==> config.mk <==
export PLATFORM = sky130hd
export DESIGN_NAME = rts_response_analyzer
export DESIGN_NICKNAME = d
export VERILOG_FILES = /design/src/rtl/rts_pkg.sv /design/src/rtl/rts_lfsr_compactor.sv /design/src/rtl/rts_response_analyzer.sv
export SDC_FILE = /design/constraint.sdc
export NUM_CORES = 1
export LEC_CHECK = 0
export CORE_UTILIZATION = 53
export CTS_CLUSTER_DIAMETER = 150
export CTS_CLUSTER_SIZE = 30
export DETAILED_ROUTE_END_ITERATION = 8
export HOLD_SLACK_MARGIN = 0.08
export PLACE_DENSITY = 0.82
export SLEW_MARGIN = 10
export SYNTH_ARGS = -nofsm -noshare
export SYNTH_HDL_FRONTEND = slang
export SYNTH_SLANG_ARGS = --single-unit
==> constraint.sdc <==
create_clock -name clk -period 2.2 [get_ports clk]
set_input_delay 0.44 -clock clk [delete_from_list [all_inputs] [get_ports clk]]
set_output_delay 0.44 -clock clk [all_outputs]
set_load 0.01 [all_outputs]
==> src/rtl/rts_pkg.sv <==
// Shared definitions for the random-test-socket BIST session: state encoding,
// default widths/polynomials and the session shape shared with the controller.
package rts_pkg;

    typedef enum logic [1:0] {
        StIdle,
        StRun,
        StCheck,
        StReport
    } rts_state_e;

    localparam int unsigned DefOutSize     = 8;
    localparam int unsigned DefSigWidth    = 16;
    localparam logic [15:0] DefPoly        = 16'h002D;
    localparam int unsigned DefShiftSize   = 1;
    localparam int unsigned DefNumOfRounds = 50;
    localparam int unsigned CountWidth     = 16;

    function automatic logic [CountWidth-1:0] sat_inc(input logic [CountWidth-1:0] v);
        return (v == {CountWidth{1'b1}}) ? v : v + 1'b1;
    endfunction

endpackage

==> src/rtl/rts_lfsr_compactor.sv <==
// Galois-style LFSR signature register: shifts left, folds the MSB back through
// Poly and XORs in a parallel data word on every enabled cycle.
module rts_lfsr_compactor #(
    parameter int unsigned       Width = 16,
    parameter logic [Width-1:0]  Poly  = '0
) (
    input  logic             clk,
    input  logic             rstIn_n,
    input  logic             clr,
    input  logic             en,
    input  logic [Width-1:0] din,
    output logic [Width-1:0] sig
);

    logic [Width-1:0] sig_q, sig_d;

    always_comb begin
        sig_d = sig_q;
        if (clr) begin
            sig_d = '0;
        end else if (en) begin
            sig_d = {sig_q[Width-2:0], 1'b0} ^ (sig_q[Width-1] ? Poly : '0) ^ din;
        end
    end

    always_ff @(posedge clk or negedge rstIn_n) begin
        if (!rstIn_n) begin
            sig_q <= '0;
        end else begin
            sig_q <= sig_d;
        end
    end

    assign sig = sig_q;

endmodule

==> src/rtl/rts_response_analyzer.sv <==
// BIST response analyzer: compacts scan-out (SISA) and primary outputs (MISR),
// polices the strobe protocol and reports a sticky pass/fail verdict on done.
module rts_response_analyzer
    import rts_pkg::*;
#(
    parameter int unsigned         OutSize     = DefOutSize,
    parameter int unsigned         SigWidth    = DefSigWidth,
    parameter logic [SigWidth-1:0] MisrPoly    = SigWidth'(DefPoly),
    parameter logic [SigWidth-1:0] SisaPoly    = SigWidth'(DefPoly),
    parameter logic [SigWidth-1:0] GoldenMisr  = '0,
    parameter logic [SigWidth-1:0] GoldenSisa  = '0,
    parameter int unsigned         ShiftSize   = DefShiftSize,
    parameter int unsigned         numOfRounds = DefNumOfRounds
) (
    input  logic                  clk,
    input  logic                  rstIn_n,
    input  logic                  rstOut,
    input  logic                  SISA_En,
    input  logic                  MISR_En,
    input  logic                  done,
    input  logic                  scanOut,
    input  logic [OutSize-1:0]    POs,
    output logic [SigWidth-1:0]   misrSig,
    output logic [SigWidth-1:0]   sisaSig,
    output logic [CountWidth-1:0] roundCount,
    output logic                  protoErr,
    output logic                  resultValid,
    output logic                  pass,
    output logic                  fail
);

    localparam logic [CountWidth-1:0] ShiftTarget = CountWidth'(ShiftSize);
    localparam logic [CountWidth-1:0] RoundTarget = CountWidth'(numOfRounds);

    rts_state_e            state_q, state_d;
    logic [CountWidth-1:0] shift_cnt_q, shift_cnt_d;
    logic [CountWidth-1:0] round_q, round_d;
    logic                  proto_err_q, proto_err_d;
    logic                  pend_q, pend_d;
    logic                  pend_pass_q, pend_pass_d;
    logic                  valid_q, valid_d;
    logic                  pass_q, pass_d;
    logic                  fail_q, fail_d;
    logic                  misr_en, sisa_en;

    rts_lfsr_compactor #(
        .Width (SigWidth),
        .Poly  (MisrPoly)
    ) u_misr (
        .clk     (clk),
        .rstIn_n (rstIn_n),
        .clr     (rstOut),
        .en      (misr_en),
        .din     (SigWidth'(POs)),
        .sig     (misrSig)
    );

    rts_lfsr_compactor #(
        .Width (SigWidth),
        .Poly  (SisaPoly)
    ) u_sisa (
        .clk     (clk),
        .rstIn_n (rstIn_n),
        .clr     (rstOut),
        .en      (sisa_en),
        .din     (SigWidth'(scanOut)),
        .sig     (sisaSig)
    );

    always_comb begin
        state_d     = state_q;
        shift_cnt_d = shift_cnt_q;
        round_d     = round_q;
        proto_err_d = proto_err_q;
        pend_d      = pend_q;
        pend_pass_d = pend_pass_q;
        valid_d     = valid_q;
        pass_d      = pass_q;
        fail_d      = fail_q;
        misr_en     = 1'b0;
        sisa_en     = 1'b0;

        if (rstOut) begin
            state_d     = StRun;
            shift_cnt_d = '0;
            round_d     = '0;
            proto_err_d = 1'b0;
            pend_d      = 1'b0;
            pend_pass_d = 1'b0;
            valid_d     = 1'b0;
            pass_d      = 1'b0;
            fail_d      = 1'b0;
        end else begin
            unique case (state_q)
                StIdle: ;
                StRun: begin
                    sisa_en = SISA_En;
                    misr_en = MISR_En;
                    if (SISA_En) begin
                        shift_cnt_d = sat_inc(shift_cnt_q);
                    end
                    // Closing a round: the count seen here is the pre-increment one,
                    // and an overlapping shift strobe is itself a violation.
                    if (MISR_En) begin
                        round_d     = sat_inc(round_q);
                        shift_cnt_d = '0;
                        if (SISA_En || (shift_cnt_q != ShiftTarget)) begin
                            proto_err_d = 1'b1;
                        end
                    end
                    if (done) begin
                        state_d = StCheck;
                    end
                end
                StCheck: begin
                    pend_d      = 1'b1;
                    pend_pass_d = (misrSig == GoldenMisr) && (sisaSig == GoldenSisa) &&
                                  (round_q == RoundTarget) && !proto_err_q;
                    state_d     = StReport;
                end
                StReport: begin
                    // Verdict computed in CHECK is published one cycle later.
                    if (pend_q) begin
                        pend_d  = 1'b0;
                        valid_d = 1'b1;
                        pass_d  = pend_pass_q;
                        fail_d  = !pend_pass_q;
                    end
                end
                default: state_d = StIdle;
            endcase
        end
    end

    always_ff @(posedge clk or negedge rstIn_n) begin
        if (!rstIn_n) begin
            state_q     <= StIdle;
            shift_cnt_q <= '0;
            round_q     <= '0;
            proto_err_q <= 1'b0;
            pend_q      <= 1'b0;
            pend_pass_q <= 1'b0;
            valid_q     <= 1'b0;
            pass_q      <= 1'b0;
            fail_q      <= 1'b0;
        end else begin
            state_q     <= state_d;
            shift_cnt_q <= shift_cnt_d;
            round_q     <= round_d;
            proto_err_q <= proto_err_d;
            pend_q      <= pend_d;
            pend_pass_q <= pend_pass_d;
            valid_q     <= valid_d;
            pass_q      <= pass_d;
            fail_q      <= fail_d;
        end
    end

    assign roundCount  = round_q;
    assign protoErr    = proto_err_q;
    assign resultValid = valid_q;
    assign pass        = pass_q;
    assign fail        = fail_q;

endmodule

Yosys cells after proc, flatten, opt, wreduce, memory -nomap -nowiden. Index checks and enable logic that the tools add are counted.

Add/subtract/negate cells: 2. Eq/ne operators: 10. Multiplexer cells: 39. Bitwise operators: 4. Reduce and logical (&&, ||, !) cells: 24.

Operators with widths (count): $mux W16 (13); $add A16 B1 Y16 const B (2); $eq A16 B16 Y1 const B (2); $logic_not A16 Y1 (2); $xor A16 B16 Y16 (2); $mux W1 (20); $eq A16 B6 Y1 const B (1); $ne A16 B1 Y1 const B (1); $reduce_bool A2 Y1 (8); $xor A16 B1 Y16 (1); $xor A16 B8 Y16 (1); $mux W6 (2); $reduce_and A3 Y1 (3); $reduce_bool A3 Y1 (3); $ne A3 B3 Y1 const B (2); $eq A2 B2 Y1 const B (2); $mux W2 (2); $pmux W2 S2 (1); $reduce_and A2 Y1 (2); $logic_and A1 B1 Y1 (3); $eq A2 B1 Y1 const B (1); $logic_not A1 Y1 (2); $ne A2 B2 Y1 const B (1); $pmux W1 S2 (1); $logic_or A1 B1 Y1 (1).

Flip-flop bits (word level): 72. Bits of input ports: 15. Output and inout bits: 52.

Logic depth before layout (Yosys ltp).
Word-level depth: 6. Gate-level depth with buffers: 7.

By module. From an unflattened synthesis, not the netlist that was laid out.

Cell total of the unflattened synthesis: 395. Area, all modules: 3826.2 um2.

Modules (own cells, without submodules): rts_response_analyzer (times used 1, cells each 249, area an instance 2239.6 um2, seq. area each 1001.0 um2); rts_lfsr_compactor (times used 2, cells each 73, area an instance 793.3 um2, seq. area each 400.4 um2).

Worst setup path before layout. OpenSTA, ideal clock, no wires.

Path type: flip-flop to flip-flop. Start point: reg round_q[0], in the netlist roundCount[0]. End point: reg round_q[13], in the netlist roundCount[13]. Data arrival time: 1.564 ns. Data required time: 2.074 ns. Path slack: 0.510 ns. Cell stages (with the launch flop): 6. Path buffers: 0. Cell sequence: dfrtp_1 ha_1 nand3_1 nor4_4 a41o_2 a221o_1.

Cells in the longest elaborated chain, start to end: 5. Elaborated cells between the ends (all ways): 8. Classes of those cells: add/sub (1); eq/ne (2); mux (4); reduce/logical (1).

Ends and longest elaborated chain: start: declaration (RTL line rts_response_analyzer.sv:37) `logic [CountWidth-1:0] round_q, round_d;`; start signal: assignment (RTL line rts_response_analyzer.sv:149) `round_q <= round_d;`; $add A16 B1 Y16 (RTL line rts_pkg.sv:20) `return (v == {CountWidth{1'b1}}) ? v : v + 1'b1;`; $mux W16 (RTL line rts_pkg.sv:20); $mux W16 (RTL line rts_response_analyzer.sv:104) `if (MISR_En) begin`; $mux W16 (RTL line rts_response_analyzer.sv:94) `unique case (state_q)`; $mux W16 (RTL line rts_response_analyzer.sv:83) `if (rstOut) begin`.

Several ways; a longest one is shown, not always the timed one. The select of a mux whose other input is x is not followed. A chain may end at the register's enable or synchronous reset.

Worst setup path after layout.
Start point: in rstOut. End point: reg pend_pass_q.

Cells in the longest elaborated chain, start to end: 1. Elaborated cells between the ends (all ways): 2. Classes of those cells: mux (1); reduce/logical (1).

Ends and longest elaborated chain: start: declaration (RTL line rts_response_analyzer.sv:17) `input logic rstOut,`; $mux W1 / $reduce_bool A2 Y1 (equally long branches); end signal: assignment (RTL line rts_response_analyzer.sv:152) `pend_pass_q <= pend_pass_d;`; end: declaration (RTL line rts_response_analyzer.sv:40) `logic pend_pass_q, pend_pass_d;`.

Several ways; a longest one is shown, not always the timed one.

==> results.toml <==
[clocking]
cts_sinks = 72
cts_root_buffer = "clkbuf_8"
cts-resized-gates = 0
clkLatencyLatePin_ps = 350
path_clk_slew_ps = 80
h-tree-depth = 3
cts_hold_buf = 0
cts_setup_buffers = 0
numCtsBuffers = 9
cts_tree = "built"
clk_path_buf_depth = 2

[synth]
synth_xor_area_frac = 0.0572
syn_avg_cell_area_um2 = 9.35
ys.flop_type = "dfrtp_1"
synth-edff-count = 0
synth-compound-area-share = 0.153
synthSimpleGateAreaFrac = 0.237
muxShareOfSynthArea = 0.0109
yosys.area_share.adder = 0.0136
synth_top_area_frac = 0.490
synthesis.instances = 393
syn_area_um2 = 3680
syn_nets = 412
synthArstFlopShare = 1.00
synth_cell_types = 46
ys_ff_latch = 72
yosys_warnings = 0
synth_top_family_by_area = "simple AND/OR/NAND/NOR gates"
ys_top_cells_by_area = "dfrtp_1, o21ai_0, nand2_1"
synth_largest_area_cell = "dfrtp_1"
ys_seq_area_frac = 0.490

[outcome]
outcome = "completed"

[cells_and_area]
drive_above_1_share = 0.111
nNetsFinal = 493
fillers = 498
final_common_cell = "dfrtp_1"
area_growth_pct = 27.5
diodes = 0
fin_area_um2 = 4690
layout_common_cells = "dfrtp_1, clkdlybuf4s50_1, nand2_1"
fin_util = 0.717
final-instance-count-excl-fill = 555

[die]
core_area_um2 = 6530
die_h_um = 85.3
ios = 67
dieWidth_um = 85.3
die_area_um2 = 7270
initial_core_util = 0.563
rows = 29

[power]
seqPwrFrac = 0.531
switching_power_w = 0.000732
switching_share = 0.278
vdd_drop_max_mv = 0.384
pwr-share-comb = 0.126
clockPowerShare = 0.343
p_leak_nw = 2.00
internal_power_w = 0.00190
power_density_nw_per_um2 = 562

[worst_setup_path]
worstSetupPathType = "in2reg"
path_max_fanout = 5
crit_arrival_ps = 2310
critPathLaunchType = "input port"
end_kind = "flip-flop"
crit_required_ps = 2470

[timing]
rsz0062_at_grt = "no"
whs_ps = 83.4
setup_tns_ps = 0
timing.fmax_mhz = 491
drv_slew = 0
period_minus_slack_ps = 2040
worst_pin_slew_ps = 592
setup_viol = 0
finClkSkew_ps = 9.48
fin_crit_sh = 0.925
hold_viol_final = 0
maxSlewHeadroom = 0.605

[global_route]
grtUsageMet2 = 0.455
grt_use_met3 = 0.0545
use_met1 = 0.381
grt.overflow.total = 0
grt_max_degree = 33
antenna_found_initial = 0
grt_pass1_wl_um = 16000
grt_pass1_vias = 3229
top_usage_layer = "met2"
grt_usage = 0.283

[route]
routed_wl_um = 9530
routedWlPerCell_um = 17.2
drtPass1Iterations = 5
drc = 0
drt.antenna.violating_nets = 0
via_count = 3366
first_iter_violations = 210
viasPerCell = 6.06

[placed_design]
dpl.hpwl_um = 6760
dpl.cell_count = 540
numPortBuffers = 66
gp_congestion = 0.844
place_area_um2 = 4520

[flow_run]
drv_cap = 0

[min_path]
hold_path_class = "in2async"
## path summary, 6_finish.rpt
| check | slack [ps] | from | to | cells past startpoint |
|---|---|---|---|---|
| worst min-delay path | 80 | rstIn_n | resultValid$_DFFE_PN0P_ | 1 |
| worst max register to register | 190 | shift_cnt_q[0]$_DFFE_PN0P_ | shift_cnt_q[0]$_DFFE_PN0P_ | 7 |
| min in group clk | 510 | fail$_DFFE_PN0P_ | fail$_DFFE_PN0P_ | 2 |
| worst min register to register | 510 | fail$_DFFE_PN0P_ | fail$_DFFE_PN0P_ | 2 |
| max in group asynchronous | 1520 | rstIn_n | u_sisa.sig[11]$_DFFE_PN0P_ | 2 |
| worst max-delay path | 160 | rstOut | pend_pass_q$_DFFE_PN0P_ | 5 |
## metal layers
layer	wire length (um)	part of all wire
met5	0	0
met4	161	0.017
met3	765	0.080
met2	4450	0.47
met1	4160	0.44
## cell usage after synthesis, drive strengths merged, types with 2 or more instances
cell	n
dfrtp	72
nand2	57
o21ai	51
nor2	33
nand3	27
nor4	16
xnor2	14
buf	12
o31ai	11
xor2	10
clkbuf	9
nand4	9
a21oi	8
a22o	8
and3	6
a31oi	5
and2	5
inv	5
nor3	5
ha	4
mux2i	4
a211oi	3
and4	3
or4	3
a221o	2
o311ai	2
or2	2
## per-stage QoR
stage | power (W) | worst slack, ps
6_report | 0.00263 | 164
5_1_grt | 0.00273 | 19.6
4_1_cts | 0.00263 | 126
3_5_place_dp | 0.00175 | -222
3_3_place_gp | 0.00174 | -236
2_1_floorplan | 0.00157 | 510
## cells by family (layout without fill, tap and decap cells)
family          Yosys count  in the layout
fa+ha+maj                 4              4
xor+xnor                 24             24
buf+inv                  26            111
mux                       4              4
flops                    72             72
simple gates            171            171
compound gates           92             92
## cell type report
class / count / area (um2) / share of cell area
tap: 77 / 96.3 / 0.0206
timing repair buffer: 91 / 868 / 0.185
sequential: 72 / 1800 / 0.385
multi-input combinational: 295 / 1740 / 0.371
clock inverter: 6 / 37.5 / 0.00801
clock buffer: 9 / 124 / 0.0264
inverter: 5 / 18.8 / 0.00401
## state kept, by name (all words and copies together) (netlist names)
register and flops:
fail 1, pass 1, pend_pass_q 1, pend_q 1
protoErr 1, resultValid 1, roundCount 16, shift_cnt_q 16
state_q 2, u_misr.sig 16, u_sisa.sig 16
## critical path: stages
cell and delay (ps):
clkdlybuf4s50_1 520, nor4_2 460, nand4_1 140, or4_1 580, o21ai_0 170
## power by group through the flow
stage | clock network, W | logic [W] | registers (W)
after floorplan | 0 | 0.000153 | 0.00142
final | 0.000902 | 0.000332 | 0.00140
after global placement | 0 | 0.000322 | 0.00142
after CTS | 0.000904 | 0.000332 | 0.00140
after global routing | 0.000958 | 0.000366 | 0.00140
after detailed placement | 0 | 0.000329 | 0.00142
(Power assumes the default switching activity.)
